--- src/rtl/pipe_pkg.sv ---
// Shared pipeline definitions: result kinds, EX forward-select codes and the
// shadow-entry record used by the hazard/forwarding logic.
package pipe_pkg;

    localparam int SH_REG_W = 5;

    typedef logic [1:0] kind_t;

    localparam kind_t KIND_NONE = 2'd0;
    localparam kind_t KIND_ALU  = 2'd1;
    localparam kind_t KIND_IMM  = 2'd2;
    localparam kind_t KIND_LOAD = 2'd3;

    // Codes must match the operand mux ordering in the EX stage.
    localparam logic [2:0] FWD_RF      = 3'd0;
    localparam logic [2:0] FWD_IMM_MEM = 3'd1;
    localparam logic [2:0] FWD_ALU_MEM = 3'd2;
    localparam logic [2:0] FWD_IMM_WB  = 3'd3;
    localparam logic [2:0] FWD_ALU_WB  = 3'd4;
    localparam logic [2:0] FWD_MEM_WB  = 3'd5;

    typedef struct packed {
        logic                v;
        logic [SH_REG_W-1:0] dst;
        kind_t               kind;
    } shadow_t;

    // True when the entry will write register r (r0 is never written).
    function automatic logic writes_reg(shadow_t e, logic [SH_REG_W-1:0] r);
        return e.v && (e.kind != KIND_NONE) && (e.dst != '0) && (e.dst == r);
    endfunction

endpackage

--- src/rtl/fwd_sel.sv ---
// Per-operand forward-select logic: picks the youngest in-flight producer of
// the source register, as seen from ID one cycle before the operand reaches EX.
module fwd_sel
    import pipe_pkg::*;
#(
    parameter int REG_W = SH_REG_W,
    parameter int FWD_W = 3
) (
    input  logic             use_src,
    input  logic [REG_W-1:0] src,
    input  shadow_t          ex_e,
    input  shadow_t          mem_e,
    output logic [FWD_W-1:0] sel
);

    // ex_e is checked first so the youngest producer wins; a load in ex_e is
    // the stall case and leaves the select at the register file.
    always_comb begin
        sel = FWD_W'(FWD_RF);
        if (use_src && (src != '0)) begin
            if (writes_reg(ex_e, src)) begin
                case (ex_e.kind)
                    KIND_ALU: sel = FWD_W'(FWD_ALU_MEM);
                    KIND_IMM: sel = FWD_W'(FWD_IMM_MEM);
                    default:  sel = FWD_W'(FWD_RF);
                endcase
            end else if (writes_reg(mem_e, src)) begin
                case (mem_e.kind)
                    KIND_ALU:  sel = FWD_W'(FWD_ALU_WB);
                    KIND_IMM:  sel = FWD_W'(FWD_IMM_WB);
                    KIND_LOAD: sel = FWD_W'(FWD_MEM_WB);
                    default:   sel = FWD_W'(FWD_RF);
                endcase
            end
        end
    end

endmodule

--- src/rtl/fwd_hazard_unit.sv ---
// Forwarding-select and load-use hazard unit for the 5-stage pipeline.
// Optional stall_cnt output is enabled by defining FWD_HAZARD_STALL_CNT_EN.
module fwd_hazard_unit
    import pipe_pkg::*;
#(
    parameter int REG_W = SH_REG_W,
    parameter int FWD_W = 3
) (
    input  logic             clk,
    input  logic             rst,
    input  logic             id_valid,
    input  logic [REG_W-1:0] id_rs,
    input  logic [REG_W-1:0] id_rt,
    input  logic             id_use_rs,
    input  logic             id_use_rt,
    input  logic [REG_W-1:0] id_dst,
    input  logic [1:0]       id_kind,
    input  logic             flush,
    output logic             stall,
    output logic             bubble,
    output logic [FWD_W-1:0] ALUa_Fwd_ctr,
    output logic [FWD_W-1:0] ALUb_Fwd_ctr
`ifdef FWD_HAZARD_STALL_CNT_EN
    ,
    output logic [31:0]      stall_cnt
`endif
);

    shadow_t ex_e;
    shadow_t mem_e;
    shadow_t wb_e;

    logic [FWD_W-1:0] sel_a;
    logic [FWD_W-1:0] sel_b;
    logic             ex_hit;

    fwd_sel #(.REG_W(REG_W), .FWD_W(FWD_W)) u_sel_a (
        .use_src (id_use_rs),
        .src     (id_rs),
        .ex_e    (ex_e),
        .mem_e   (mem_e),
        .sel     (sel_a)
    );

    fwd_sel #(.REG_W(REG_W), .FWD_W(FWD_W)) u_sel_b (
        .use_src (id_use_rt),
        .src     (id_rt),
        .ex_e    (ex_e),
        .mem_e   (mem_e),
        .sel     (sel_b)
    );

    // A flush squashes the ID instruction, so it can never also be stalled.
    always_comb begin
        ex_hit = (id_use_rs && writes_reg(ex_e, id_rs)) ||
                 (id_use_rt && writes_reg(ex_e, id_rt));
        stall  = id_valid && !flush && (ex_e.kind == KIND_LOAD) && ex_hit;
        bubble = stall || flush;
    end

    always_ff @(posedge clk) begin
        if (rst) begin
            ex_e         <= '0;
            mem_e        <= '0;
            wb_e         <= '0;
            ALUa_Fwd_ctr <= '0;
            ALUb_Fwd_ctr <= '0;
        end else begin
            wb_e  <= mem_e;
            mem_e <= ex_e;
            if (bubble) begin
                ex_e         <= '0;
                ALUa_Fwd_ctr <= '0;
                ALUb_Fwd_ctr <= '0;
            end else begin
                ex_e         <= '{v: id_valid, dst: id_dst, kind: id_kind};
                ALUa_Fwd_ctr <= sel_a;
                ALUb_Fwd_ctr <= sel_b;
            end
        end
    end

`ifdef FWD_HAZARD_STALL_CNT_EN
    // Wraps naturally at 2^32.
    always_ff @(posedge clk) begin
        if (rst)
            stall_cnt <= '0;
        else if (stall)
            stall_cnt <= stall_cnt + 32'd1;
    end
`else
    // wb_e only feeds the optional counter and debug probes.
    logic unused_wb;
    assign unused_wb = ^wb_e;
`endif

endmodule

--- config.mk ---
export PLATFORM = sky130hd
export DESIGN_NAME = fwd_hazard_unit
export DESIGN_NICKNAME = d
export VERILOG_FILES = /design/src/rtl/pipe_pkg.sv /design/src/rtl/fwd_sel.sv /design/src/rtl/fwd_hazard_unit.sv
export SDC_FILE = /design/constraint.sdc
export NUM_CORES = 1
export LEC_CHECK = 0
export CAP_MARGIN = 20
export CORE_UTILIZATION = 60
export CTS_CLUSTER_DIAMETER = 120
export DETAILED_ROUTE_END_ITERATION = 10
export DONT_BUFFER_PORTS = 1
export PLACE_DENSITY = 0.77
export SYNTH_ARGS = -nofsm -noshare
export SYNTH_HDL_FRONTEND = slang
export SYNTH_HIERARCHICAL = 1
export SYNTH_SLANG_ARGS = --single-unit
export TNS_END_PERCENT = 1
--- constraint.sdc ---
create_clock -name clk -period 2.1 [get_ports clk]
set_clock_uncertainty 0.1 [all_clocks]
set_input_delay 0.315 -clock clk [delete_from_list [all_inputs] [get_ports clk]]
set_output_delay 0.315 -clock clk [all_outputs]
set_load 0.01 [all_outputs]
Word-level counts from Yosys, hierarchy flattened
Index checks and enable logic that the tools add are counted.
Word-level totals
  register bits after elaboration: 22
  latch bits: 0
  RAM bits: 0
  ROM bits: 0
  input bits: 23
  output and inout bits: 8
  memories: 0
Cells by class
  add/sub/neg operators: 0
  multipliers: 0
  divide/modulo/power cells: 0
  magnitude comparators: 0
  equal/unequal tests: 10
  shifts and indexed selects: 0
  mux-type cells: 6
  bitwise gates (word level): 2
  reduce and logical (&&, ||, !) cells: 27
Operators by type and width (count)
  $eq 5x5->1: 4
  $reduce_bool 5->1: 4
  $logic_and 1x1->1: 15
  $mux 3: 4
  $pmux 3 s3: 1
  $eq 2x2->1 const B: 4
  $reduce_or 3->1: 2
  $eq 2x1->1 const B: 2
  $pmux 2 s2: 1
  $reduce_bool 2->1: 2
  $logic_or 1x1->1: 2
  $not 1->1: 2
  $reduce_or 2->1: 1
  $logic_not 1->1: 1

Depth between registers and ports, before layout
  depth after elaboration: 9
  depth in mapped cells: 6
  depth with buffers taken out: 6

Hierarchy
Netlist, hierarchy kept.
Modules (own cells, without submodules)
  fwd_hazard_unit: times used 1, cells an instance 83, area each 848.3 µm², seq. area each 440.4 µm²
  fwd_sel: times used 2, cells an instance 33, area each 241.5 µm², seq. area each 0.0 µm²

Worst setup path before layout
OpenSTA, ideal clock, no wires.
  kind: register to output
  start point: register ex_e[3] (netlist name)
  end point: output bubble
  data arrival time: 1.271 ns
  required time: 1.685 ns
  slack: 0.414 ns
  stages on the path, launching flop included: 5
  buffers on the path: 0
  path through: dfxtp_1 or4_4 nor2_2 nor3_2 a21o_1
On the way
  word-level cells in the longest chain between the ends: 7
  elaborated cells between the ends (all ways): 11
  those cells by class: 2 x eq/ne; 9 x reduce/logical
RTL lines
  $reduce_bool 5->1: RTL line pipe_pkg.sv:30  | return e.v && (e.kind != KIND_NONE) && (e.dst != '0) && (e.dst == r);
  $logic_and 1x1->1 (2 in a row): RTL line pipe_pkg.sv:30
  $logic_and 1x1->1, on equally long branches: RTL line fwd_hazard_unit.sv:55, fwd_hazard_unit.sv:56
  $logic_or 1x1->1 *: RTL line fwd_hazard_unit.sv:55  | ex_hit = (id_use_rs && writes_reg(ex_e, id_rs)) ||
  $logic_and 1x1->1 *: RTL line fwd_hazard_unit.sv:57  | stall = id_valid && !flush && (ex_e.kind == KIND_LOAD) && ex_hit;
  $logic_or 1x1->1 *: RTL line fwd_hazard_unit.sv:58  | bubble = stall || flush;
  end, declared: RTL line fwd_hazard_unit.sv:20  | output logic bubble,
Every way passes the cells marked *; elsewhere a longest branch is shown, timed or not.

Worst setup path in the final report
  start point: register ex_e[2] (netlist name)
  end point: output stall
On the way
  word-level cells in the longest chain between the ends: 6
  elaborated cells between the ends (all ways): 10
  those cells by class: 2 x eq/ne; 8 x reduce/logical
RTL lines
  $reduce_bool 5->1: RTL line pipe_pkg.sv:30
  $logic_and 1x1->1 (2 in a row): RTL line pipe_pkg.sv:30
  $logic_and 1x1->1, on equally long branches: RTL line fwd_hazard_unit.sv:55, fwd_hazard_unit.sv:56
  $logic_or 1x1->1 *: RTL line fwd_hazard_unit.sv:55
  $logic_and 1x1->1 *: RTL line fwd_hazard_unit.sv:57
  end, declared: RTL line fwd_hazard_unit.sv:19  | output logic stall,
Marks and branches as above.

==> metrics.txt <==
vias in the first global route approximately 1.1k; ys flop type dfxtp_1; DR vias/cell about 6; number of flops mapped to enable cells by yosys 0; Max-cap violations 0; Commonest cells post-synth dfxtp_1 (22), xnor2_1 (18), nand2_1 (17); clk buf depth 2; fillcell total around 170; register area share after synthesis around a third; routed len/inst 16.00 um; Peak VDD IR 0.0005621 V; Core Region between 2000 and 2500 um2; Mapped Cells ~150; first-pass GRT wire length between 5000 and 6000 um; final worst path period share between 90 and 100%; Die Y slightly below 50 um; Final Instance Area roughly 1500 um2; pins over their slew limit 0; post-route minimum period approximately 2.0 ns; Fin. Hold Viols 0; average cell area after synthesis 8.935 um2; final setup violation count 0; critical path's top delay family simple AND/OR/NAND/NOR gates; syn_nets approximately 170; GRT Total Usage around 28%; Achievable Freq between 0.5 and 0.6 GHz; via count ~1.1k; most area-hungry cell type in the Yosys netlist dfxtp_1; element type at the critical path start flip-flop; clk sinks 22; row count 16; Starting Density between 60% and 70%; CTS buffer count 3; IO Pins 31; initial drt markers 37; Least-Margin Pin Slew around 0.41 ns; Final nets 185; CP max stage delay around 0.33 ns; Synth Register Bits 22; Worst setup EP type output port; P_leak between 0.5 and 0.6 nW; CTS tree built; Rel. slew slack between 70% and 80%; slowest CP cell dfxtp_1; CTS Root Cell clkbuf_4; synth warn 6; Post-synth ARST share 0%; H-Tree Level Count 1; layout cell share with drive strength beyond 1 around 21%; CP max FO 7; Synth cell types 35; Clock Latency Late Sink about 0.3 ns; GRT overflow 0; DP Area about 1400 um2; critical path class reg -> out; Area contributors post-synth dfxtp_1 (33%), xnor2_1 (12%), a21oi_2 (6.6%); final antenna-violating net count 0; Worst-path clk slew between 0.1 and 0.15 ns; power density over cell area just over 500 nW/um2; crit-path cells buf_4 -> xnor2_1 -> nand4_1 -> o22ai_2 -> and2_1; n_diodes 0; Total Wirelength roughly 3000 um; area share of the largest cell type after synthesis between 30% and 40%; gpl congestion 0.8101; Residual DRC 0; crit path DAT 1.57 ns; status finished, final reports clean; most frequent cell after synthesis dfxtp_1; Die Area 2411 um2; Cell Area, Synth around 1300 um2; DP Wirelength between 2000 and 2500 um; unrepaired setup endpoints after global routing false; pin count of the biggest net entering global routing 14; Port-buffer cells 0; initial antenna violation count 0; chip width 49.11 um; Area Overhead vs Synth 9.399%; Pre-antenna DRT Iters 4; setup TNS 0 ns; worst hold-check path type in -> reg; Buf/Inv on CP 1; CP Data Required Time 1.68 ns
path summary, 6_finish.rpt:
check	startpoint	end	slack (ns)	cells after the start
hold reg to reg	ex_e[7]$_SDFF_PP0_	mem_e[7]$_SDFF_PP0_	0.42	1
setup / recovery	ex_e[2]$_SDFF_PP0_	stall	0.11	5
hold / removal	id_dst[4]	ex_e[6]$_SDFF_PP0_	0.01	2
setup reg to reg	ex_e[3]$_SDFF_PP0_	ALUb_Fwd_ctr[0]$_SDFF_PP0_	0.24	7
flip-flops by register name, summed over array words and instances (netlist names):
register	flops
ALUa_Fwd_ctr	3
ALUb_Fwd_ctr	3
mem_e	8
ex_e	8
layer usage:
layer / global-route usage (%) / wire length, um / vias up / share of wire [%]
li1: - / - / 550 / -
met1: 34.95 / 1297 / 516 / 43
met2: 47.49 / 1458 / 49 / 49
met3: 5.296 / 185 / 6 / 6.2
met4: 9.804 / 49 / 0 / 1.6
met5: 0 / 0 / - / 0
cells in the final DEF, fill, tap and decap left out, types with 3 or more instances in the layout:
cell,count
dfxtp_1,22
xnor2_1,18
nand2_1,17
a21oi_2,10
buf_4,10
xor2_1,10
nor2b_1,8
nor3_1,6
nor2_1,5
nand4_1,4
nor4_1,4
o21ai_0,4
nor3b_1,4
or4_4,3
a21oi_1,3
clkbuf_4,3
kinds of logic after synthesis:
kind of cell           synth area share (%)
XOR/XNOR                              18.42
AND/OR/NAND/NOR                       26.50
multiplexers                          1.692
AO/OA/AOI/OAI                         18.05
flip-flops                            33.08
buffers and inverters                 2.256
worst reg2reg max path, cell delays in order, from the launching register on:
cell and delay, ns:
dfxtp_1 0.33, buf_4 0.16, xor2_1 0.14, nor3_1 0.31
and3_1 0.26, mux2_2 0.35, nand2_1 0.06, a21oi_1 0.04
final cells by class:
type                            instances  area [um2]  share of cell area [%]
Multi-Input combinational cell        122       867.1                   59.54
Timing Repair Buffer                   11       85.08                   5.842
Inverter                                2       7.507                  0.5155
Tap cell                               27       33.78                   2.320
Clock buffer                            3       22.52                   1.546
Sequential cell                        22       440.4                   30.24
stage by stage:
stage / setup WS, ns / instances / hold slack (ns) / total power [mW] / util (%)
CTS: 0.1130 / 187 / 0.005685 / 0.7446 / 72.03
global placement: 0.05568 / 182 / 0.2890 / 0.5544 / 69.74
floorplan: 0.4135 / 149 / 0.2866 / 0.5326 / -
finish: 0.1132 / 187 / 0.01114 / 0.7445 / 72.03
global route: 0.03730 / 187 / 0.01315 / 0.7816 / 72.03
detailed placement: 0.001704 / 182 / 0.2901 / 0.5583 / 69.74
timing repair:
action | CTS | global route
setup buffers | 1 | 0
endpoints found under the hold margin | 9 | 0
resized for setup | 1 | 0
setup endpoints to repair | 2 | 0
hold buffers | 1 | 0
power breakdown:
| part | total [mW] | internal, mW | leakage, nW | switching, mW |
|---|---|---|---|---|
| clock network | 0.188 | 0.0670 | 0.0138 | 0.121 |
| logic | 0.120 | 0.0606 | 0.321 | 0.0597 |
| registers | 0.437 | 0.428 | 0.179 | 0.00910 |
Power figures use the tool's default switching activity.
